**src/rtl/fetch_seq_pkg.sv**
```systemverilog
// Shared definitions for the fetch sequencer: state encoding, PC step and
// the instruction-alignment helper.
package fetch_seq_pkg;

  typedef enum logic [2:0] {
    S_IDLE   = 3'd0,
    S_FETCH  = 3'd1,
    S_DECODE = 3'd2,
    S_EXEC   = 3'd3,
    S_HALT   = 3'd4,
    S_FAULT  = 3'd5
  } state_e;

  localparam int         PC_STEP    = 4;
  localparam logic [1:0] ALIGN_MASK = 2'(PC_STEP - 1);

  function automatic logic is_aligned(input logic [1:0] lo);
    return (lo & ALIGN_MASK) == 2'b00;
  endfunction

endpackage

```
**src/rtl/fetch_timeout_ctr.sv**
```systemverilog
// Clearable saturating counter; tc_o says the next increment reaches LIMIT,
// so the caller can leave on the same edge that would hit the limit.
module fetch_timeout_ctr #(
  parameter int LIMIT = 15
) (
  input  logic clk,
  input  logic reset,
  input  logic clr_i,
  input  logic inc_i,
  output logic tc_o
);

  localparam int W = $clog2(LIMIT + 1);

  logic [W-1:0] cnt_q, cnt_d;

  always_comb begin
    cnt_d = cnt_q;
    if (clr_i)                             cnt_d = '0;
    else if (inc_i && cnt_q != W'(LIMIT))  cnt_d = cnt_q + 1'b1;
  end

  always_ff @(posedge clk) begin
    if (reset) cnt_q <= '0;
    else       cnt_q <= cnt_d;
  end

  assign tc_o = (cnt_q >= W'(LIMIT - 1));

endmodule

```
**src/rtl/fetch_sequencer.sv**
```systemverilog
// Fetch/decode/execute sequencing FSM: drives the external PC register's
// hold/advance/load controls and the instruction-memory handshake.
module fetch_sequencer
  import fetch_seq_pkg::*;
#(
  parameter int ADDR_W       = 8,
  parameter int INSTR_W      = 32,
  parameter int RESET_VECTOR = 0,
  parameter int ACK_TIMEOUT  = 15,
  parameter int CNT_W        = 16
) (
  input  logic               clk,
  input  logic               reset,
  input  logic               start,
  input  logic [ADDR_W-1:0]  pc_value,
  output logic               pc_enable,
  output logic [ADDR_W-1:0]  pc_load_value,
  output logic               imem_req,
  output logic [ADDR_W-1:0]  imem_addr,
  input  logic               imem_ack,
  input  logic [INSTR_W-1:0] imem_rdata,
  output logic [INSTR_W-1:0] instr,
  output logic               instr_valid,
  input  logic               stall,
  input  logic               jump,
  input  logic               br_taken,
  input  logic [ADDR_W-1:0]  target,
  input  logic               halt,
  output logic [CNT_W-1:0]   retired,
  output logic               halted,
  output logic               fault,
  output logic [2:0]         state_o
);

  localparam logic [ADDR_W-1:0] RV = ADDR_W'(RESET_VECTOR);

  state_e             state_q, state_d;
  logic [INSTR_W-1:0] instr_q, instr_d;
  logic [CNT_W-1:0]   retired_q, retired_d;
  logic               to_tc;

  wire in_fetch = (state_q == S_FETCH);

  fetch_timeout_ctr #(.LIMIT(ACK_TIMEOUT)) u_tmo (
    .clk   (clk),
    .reset (reset),
    .clr_i (~in_fetch | imem_ack),
    .inc_i (in_fetch & ~imem_ack),
    .tc_o  (to_tc)
  );

  always_comb begin
    state_d       = state_q;
    instr_d       = instr_q;
    retired_d     = retired_q;
    pc_enable     = 1'b1;
    pc_load_value = pc_value;
    imem_req      = 1'b0;
    instr_valid   = 1'b0;
    case (state_q)
      S_IDLE: begin
        pc_load_value = RV;
        if (start) state_d = S_FETCH;
      end
      S_FETCH: begin
        imem_req = 1'b1;
        // ack beats the timeout on the same edge
        if (imem_ack) begin
          instr_d = imem_rdata;
          state_d = S_DECODE;
        end else if (to_tc) begin
          state_d = S_FAULT;
        end
      end
      S_DECODE: begin
        instr_valid = 1'b1;
        state_d     = S_EXEC;
      end
      S_EXEC: begin
        if (halt) begin
          state_d = S_HALT;
        end else if (stall) begin
          state_d = S_EXEC;
        end else if (jump | br_taken) begin
          if (!is_aligned(target[1:0])) begin
            state_d = S_FAULT;
          end else begin
            pc_load_value = target;
            retired_d     = (&retired_q) ? retired_q : retired_q + 1'b1;
            state_d       = S_FETCH;
          end
        end else begin
          pc_enable = 1'b0;
          retired_d = (&retired_q) ? retired_q : retired_q + 1'b1;
          state_d   = S_FETCH;
        end
      end
      S_HALT, S_FAULT: state_d = state_q;
      default:         state_d = S_IDLE;
    endcase
  end

  always_ff @(posedge clk) begin
    if (reset) begin
      state_q   <= S_IDLE;
      instr_q   <= '0;
      retired_q <= '0;
    end else begin
      state_q   <= state_d;
      instr_q   <= instr_d;
      retired_q <= retired_d;
    end
  end

  assign imem_addr = pc_value;
  assign instr     = instr_q;
  assign retired   = retired_q;
  assign halted    = (state_q == S_HALT);
  assign fault     = (state_q == S_FAULT);
  assign state_o   = state_q;

endmodule

```
**config.mk**
```make
export PLATFORM = sky130hd
export DESIGN_NAME = fetch_sequencer
export DESIGN_NICKNAME = d
export VERILOG_FILES = /design/src/rtl/fetch_seq_pkg.sv /design/src/rtl/fetch_timeout_ctr.sv /design/src/rtl/fetch_sequencer.sv
export SDC_FILE = /design/constraint.sdc
export NUM_CORES = 1
export LEC_CHECK = 0
export ABC_AREA = 1
export CORE_MARGIN = 2
export CORE_UTILIZATION = 38
export CTS_BUF_LIST = sky130_fd_sc_hd__clkbuf_8
export CTS_CLUSTER_SIZE = 20
export DETAILED_ROUTE_END_ITERATION = 6
export DONT_BUFFER_PORTS = 1
export GPL_TIMING_DRIVEN = 0
export REMOVE_ABC_BUFFERS = 1
export SYNTH_ARGS = -nofsm -noshare
export SYNTH_HDL_FRONTEND = slang
export SYNTH_SLANG_ARGS = --single-unit
```
**constraint.sdc**
```tcl
create_clock -name clk -period 1.9 [get_ports clk]
set_input_delay 0.38 -clock clk [delete_from_list [all_inputs] [get_ports clk]]
set_output_delay 0.38 -clock clk [all_outputs]
set_load 0.05 [all_outputs]
```
After elaboration in Yosys (flattened, before gate mapping)
Index checks and enable logic that the tools add are counted.

word-level totals
  register bits after elaboration = 55
  input port bits = 56

operators by class
  add/subtract/negate cells = 2
  magnitude comparators = 1
  equality and inequality tests = 9
  muxes and demuxes = 22
  bitwise gates (word level) = 8
  reductions and logical operators = 9

operators with widths
  kind                                                                      number
  16-bit two-way mux                                                        3
  8-bit two-way mux                                                         4
  3-bit two-way mux                                                         7
  16-bit by 1-bit adder with 16-bit output (second input constant)          1
  8-bit one-hot mux with 2 select lines                                     1
  16-bit AND reduction                                                      1
  3-bit one-hot mux with 5 select lines                                     1
  3-bit by 2-bit equality test with 1-bit output (second input constant)    2
  3-bit equality test (second input constant)                               2
  1-bit two-way mux                                                         6
  1-bit inverter                                                            5
  4-bit by 1-bit adder with 4-bit output (second input constant)            1
  4-bit >= comparator (second input constant)                               1
  4-bit inequality test (second input constant)                             1
  4-bit AND reduction                                                       1
  2-bit OR reduction                                                        2
  3-bit by 1-bit equality test with 1-bit output (second input constant)    1
  3-bit logical NOT                                                         1
  3-bit inequality test (second input constant)                             1
  3-bit AND reduction                                                       1
  2-bit logical NOT                                                         1
  2-bit by 1-bit inequality test with 1-bit output (second input constant)  1
  2-bit inequality test (second input constant)                             1
  1-bit bitwise OR                                                          2
  other kinds (3)                                                           3

Longest topological paths before layout
  depth after elaboration = 6
  depth in mapped cells = 11

Modules after synthesis
From an unflattened synthesis, not the netlist that was laid out.

second synthesis, totals
  cells, all modules = 414
  area, all modules = 2,879.0 µm²

by module, submodules not included
  module             times used  cells an instance  area an instance (µm²)  seq. area each (µm²)
  fetch_sequencer    1           383                2,632.5                 1,021.0
  fetch_timeout_ctr  1           31                 246.5                   80.1

Worst setup path before layout
OpenSTA, ideal clock, no wires.

  path kind = register -> output
  start point = register state_q[0] (netlist: state_o[0])
  end point = output port pc_load_value[2]
  arrival = 2.427 ns
  data required time = 1.520 ns
  setup slack = -0.907 ns
  stages on the path, launching flop included = 6
  path buffers = 1
  cells stage by stage = dfxtp_1 -> nand3_1 -> nor2_1 -> nand3_1 -> clkbuf_1 -> o21ai_0

on the way
  word-level cells in the longest chain between the ends = 2
  elaborated cells on any way between the ends = 3

RTL lines
  element                                                                                     RTL line                RTL
  start, declared                                                                             fetch_sequencer.sv:37   state_e state_q, state_d;
  start signal, assigned                                                                      fetch_sequencer.sv:109  state_q <= state_d;
  3-bit by 2-bit equality test with 1-bit output / 3-bit logical NOT (equally long branches)  fetch_sequencer.sv:60   case (state_q)
  8-bit one-hot mux with 2 select lines *                                                     fetch_sequencer.sv:60
  end, declared                                                                               fetch_sequencer.sv:17   output logic [ADDR_W-1:0] pc_load_value,

Mark *: on every way between the ends. The rest lies on a longest branch, timed or not.

Worst setup path after layout
  start point = register state_q[1] (netlist: state_o[1])
  end point = output port halted

on the way
  word-level cells in the longest chain between the ends = 1

RTL lines
  element              RTL line                RTL
  3-bit equality test  fetch_sequencer.sv:118  assign halted = (state_q == S_HALT);
  end, declared        fetch_sequencer.sv:30   output logic halted,

No other way between the ends.

==> results.md <==
- CP startpoint kind: flop
- Share of layout cells above drive strength 1: 17.5%
- Peak supply drop: 0.716 mV
- Dpl hpwl: 4840 um
- Synthesis-stage register bit count: 55
- Leakage: 0.00110 uW
- CP Data Arrival Time: 1640 ps
- Worst-Margin Slew: 879 ps
- RSZ-0062 raised after global routing: true
- Synth area leader: dfxtp_1
- Pin count of the biggest net entering global routing: 50
- Final Cycle Share: 106%
- Net count, final: 459
- Final critical-path required period: 2020 ps
- Max-Cap Viols: 0
- CTS tree: done
- Port-buffer cells: 0
- Number of CTS-inserted buffers: 5
- Area growth syn-to-layout: 10.5%
- CP max stage cell: nor2_1
- Cells after Synth: 415
- First-pass GRT wire length: 11700 um
- Layout Skew: 5.46 ps
- Pwr Density: 1200 mW/mm^2
- CP Capture Type: output port
- Die Wd: 90.4 um
- Die height: 90.4 um
- Worst-path cell chain: inv_1 -> nand2_1 -> nor2_1
- Cell family with most CP delay: simple AND/OR/NAND/NOR gates
- Number of routed nets with antenna violations: 0
- Storage cell area: 0.00114 mm^2
- Failing checks: setup timing
- Diode count: 0
- Place WS: -952 ps
- Latest clock arrival within the worst-skew pair: 310 ps
- Top cell type's share of synthesized area: 38.8%
- Root Buffer: clkbuf_8
- Final slew viol count: 0
- Vias: 2601
- Worst Path Buf+Inv: 1
- Average routed wire per standard cell: 14.0 um
- Final setup viols: 10
- DR iter-0 viols: 167
- Antenna violations before repair: 0
- Die ar.: 0.00817 mm^2
- Post-route setup slack: -119 ps
- Status: complete, but fails checks
- Register area share after synthesis: 38.8%
- CP required: 1520 ps
- CORE AREA: 0.00725 mm^2
- DRC: 0
- Number of global-route vias before repair: 2446
- GRT Total Usage: 17.2%
- IO Pins: 128
- Final wirelength: 7010 um
- WS Path Type: flop to output port
- Final core utilization: 43.2%
- Initial Util: 39.1%
- Grt ovf: 0
- Fillcell total: 764
- Highest-count cells in the layout ignoring fill and taps: 95 x nand2_1, 57 x nand3_1, 43 x a21oi_1
- Clk slew on worst S/H paths: 100 ps
- Multi-input combinational cell area: 0.00156 mm^2
- Crit Path Max Fanout: 5
- Clock Sinks: 55
- Hold Vio Cnt, Final: 0
- Max clock buf depth: 2
- Vias per inst: 5.20
- Hold Path Class: primary input to flop
- Distinct cells, synth: 26
- Avg Cell Area, Syn: 6.83 um^2
- Mapped Area: 0.00284 mm^2
- Synth area leaders: dfxtp_1 39%, nand2_1 13%, nand3_1 11%, a21oi_1 7.6%, inv_1 5.2%
- H-tree Lvls: 2
- Ys Warns: 0
- GP Congestion: 0.810
- Commonest non-fill, non-tap cell in the layout: nand2_1
- Area of placed instances: 0.00282 mm^2
- DRT Pass-1 Iters: 4
- CTS hold repair buffers: 0
- Fmax: 0.495 GHz
- Slew margin rel.: 41.2%
- Max stage delay on crit path: 690 ps
- Final instance area: 0.00314 mm^2
- Site Rows: 31
- Setup slack, reg-to-reg: 150 ps
## per-layer routing
layer  vias to the layer above  track usage, %  share of wire, %
li1                       1308               -                 -
met1                      1204            21.8                43
met2                        81            29.1                49
met3                         8            4.42               6.4
met4                         0            4.62               1.3
met5                         -               0                 0
## final timing paths
kind / start / end / cells past startpoint
worst max-delay path: state_o[1]$_SDFFE_PP0P_ / halted / 3
worst min-delay path: reset / retired[13]$_SDFFE_PP0P_ / 1
worst max register to register: retired[0]$_SDFFE_PP0P_ / retired[7]$_SDFFE_PP0P_ / 9
worst min register to register: u_tmo.cnt_q[3]$_SDFFE_PP0P_ / u_tmo.cnt_q[3]$_SDFFE_PP0P_ / 2
## sequential cells by signal, summed over array words and instances (netlist names)
name and count:
instr 32, retired 16, state_o 3, u_tmo.cnt_q 4
## cells by family after synthesis
kind of cell    synth area share [%]
simple gates                    34.6
compound gates                  12.6
xor+xnor                        1.24
flops                           38.8
buf+inv                         11.4
fa+ha+maj                       1.32
## report_power, final
| part | switching (uW) | leakage [uW] | total [uW] | internal [uW] |
|---|---|---|---|---|
| Combinational | 861 | 0.000579 | 1170 | 308 |
| Sequential | 506 | 0.000456 | 1790 | 1280 |
| Clock | 398 | 0.0000599 | 792 | 394 |
| Total | 1760 | 0.00110 | 3750 | 1980 |
## synthesized netlist by cell type
library cell,count
a21oi_1,43
a21oi_2,7
a31oi_1,1
buf_12,1
buf_4,9
buf_6,1
clkbuf_1,15
clkbuf_8,1
dfxtp_1,55
ha_1,3
inv_1,39
inv_2,2
nand2_1,97
nand2_2,6
nand2_4,1
nand3_1,63
nand3b_1,2
nand4_1,6
nor2_1,37
nor2_2,3
nor2_4,2
nor3_1,1
nor3_4,1
o21ai_0,15
xnor2_1,1
xor2_1,3
## worst register-to-register path: stages (launching register included)
cell and delay (ps):
dfxtp_4 470, ha_1 240, nand2_1 80, nor2_2 160
nand2_2 110, nor2_4 130, nand2_4 140, nand2_8 150
nand2_1 80, a21oi_2 130
## layout make-up
class	count	share of cell area (%)
multi-input cells	293	49.7
clock buffers	5	2.19
clock inverters	3	1.36
flip-flops and latches	55	36.2
well taps	99	3.95
repair buffers	4	1.44
inverters	41	5.15
## stage by stage
step                power, uW  TNS, ps  instances  hold WS, ps
finish                   3750     -781        500          117
global route             3960    -1750        500         98.2
CTS                      3730    -1060        500          106
detailed placement       2810   -39160        491          448
global placement         2730   -41180        487          447
floorplan                2580   -17230        388          438
## repair_timing
action / in CTS / in global routing
pin swaps: 3 / 1
setup buffers: 0 / 0
setup endpoints to repair: 62 / 58
cloned: 1 / 0
gates resized for setup: 46 / 17
(Power assumes the default switching activity.)
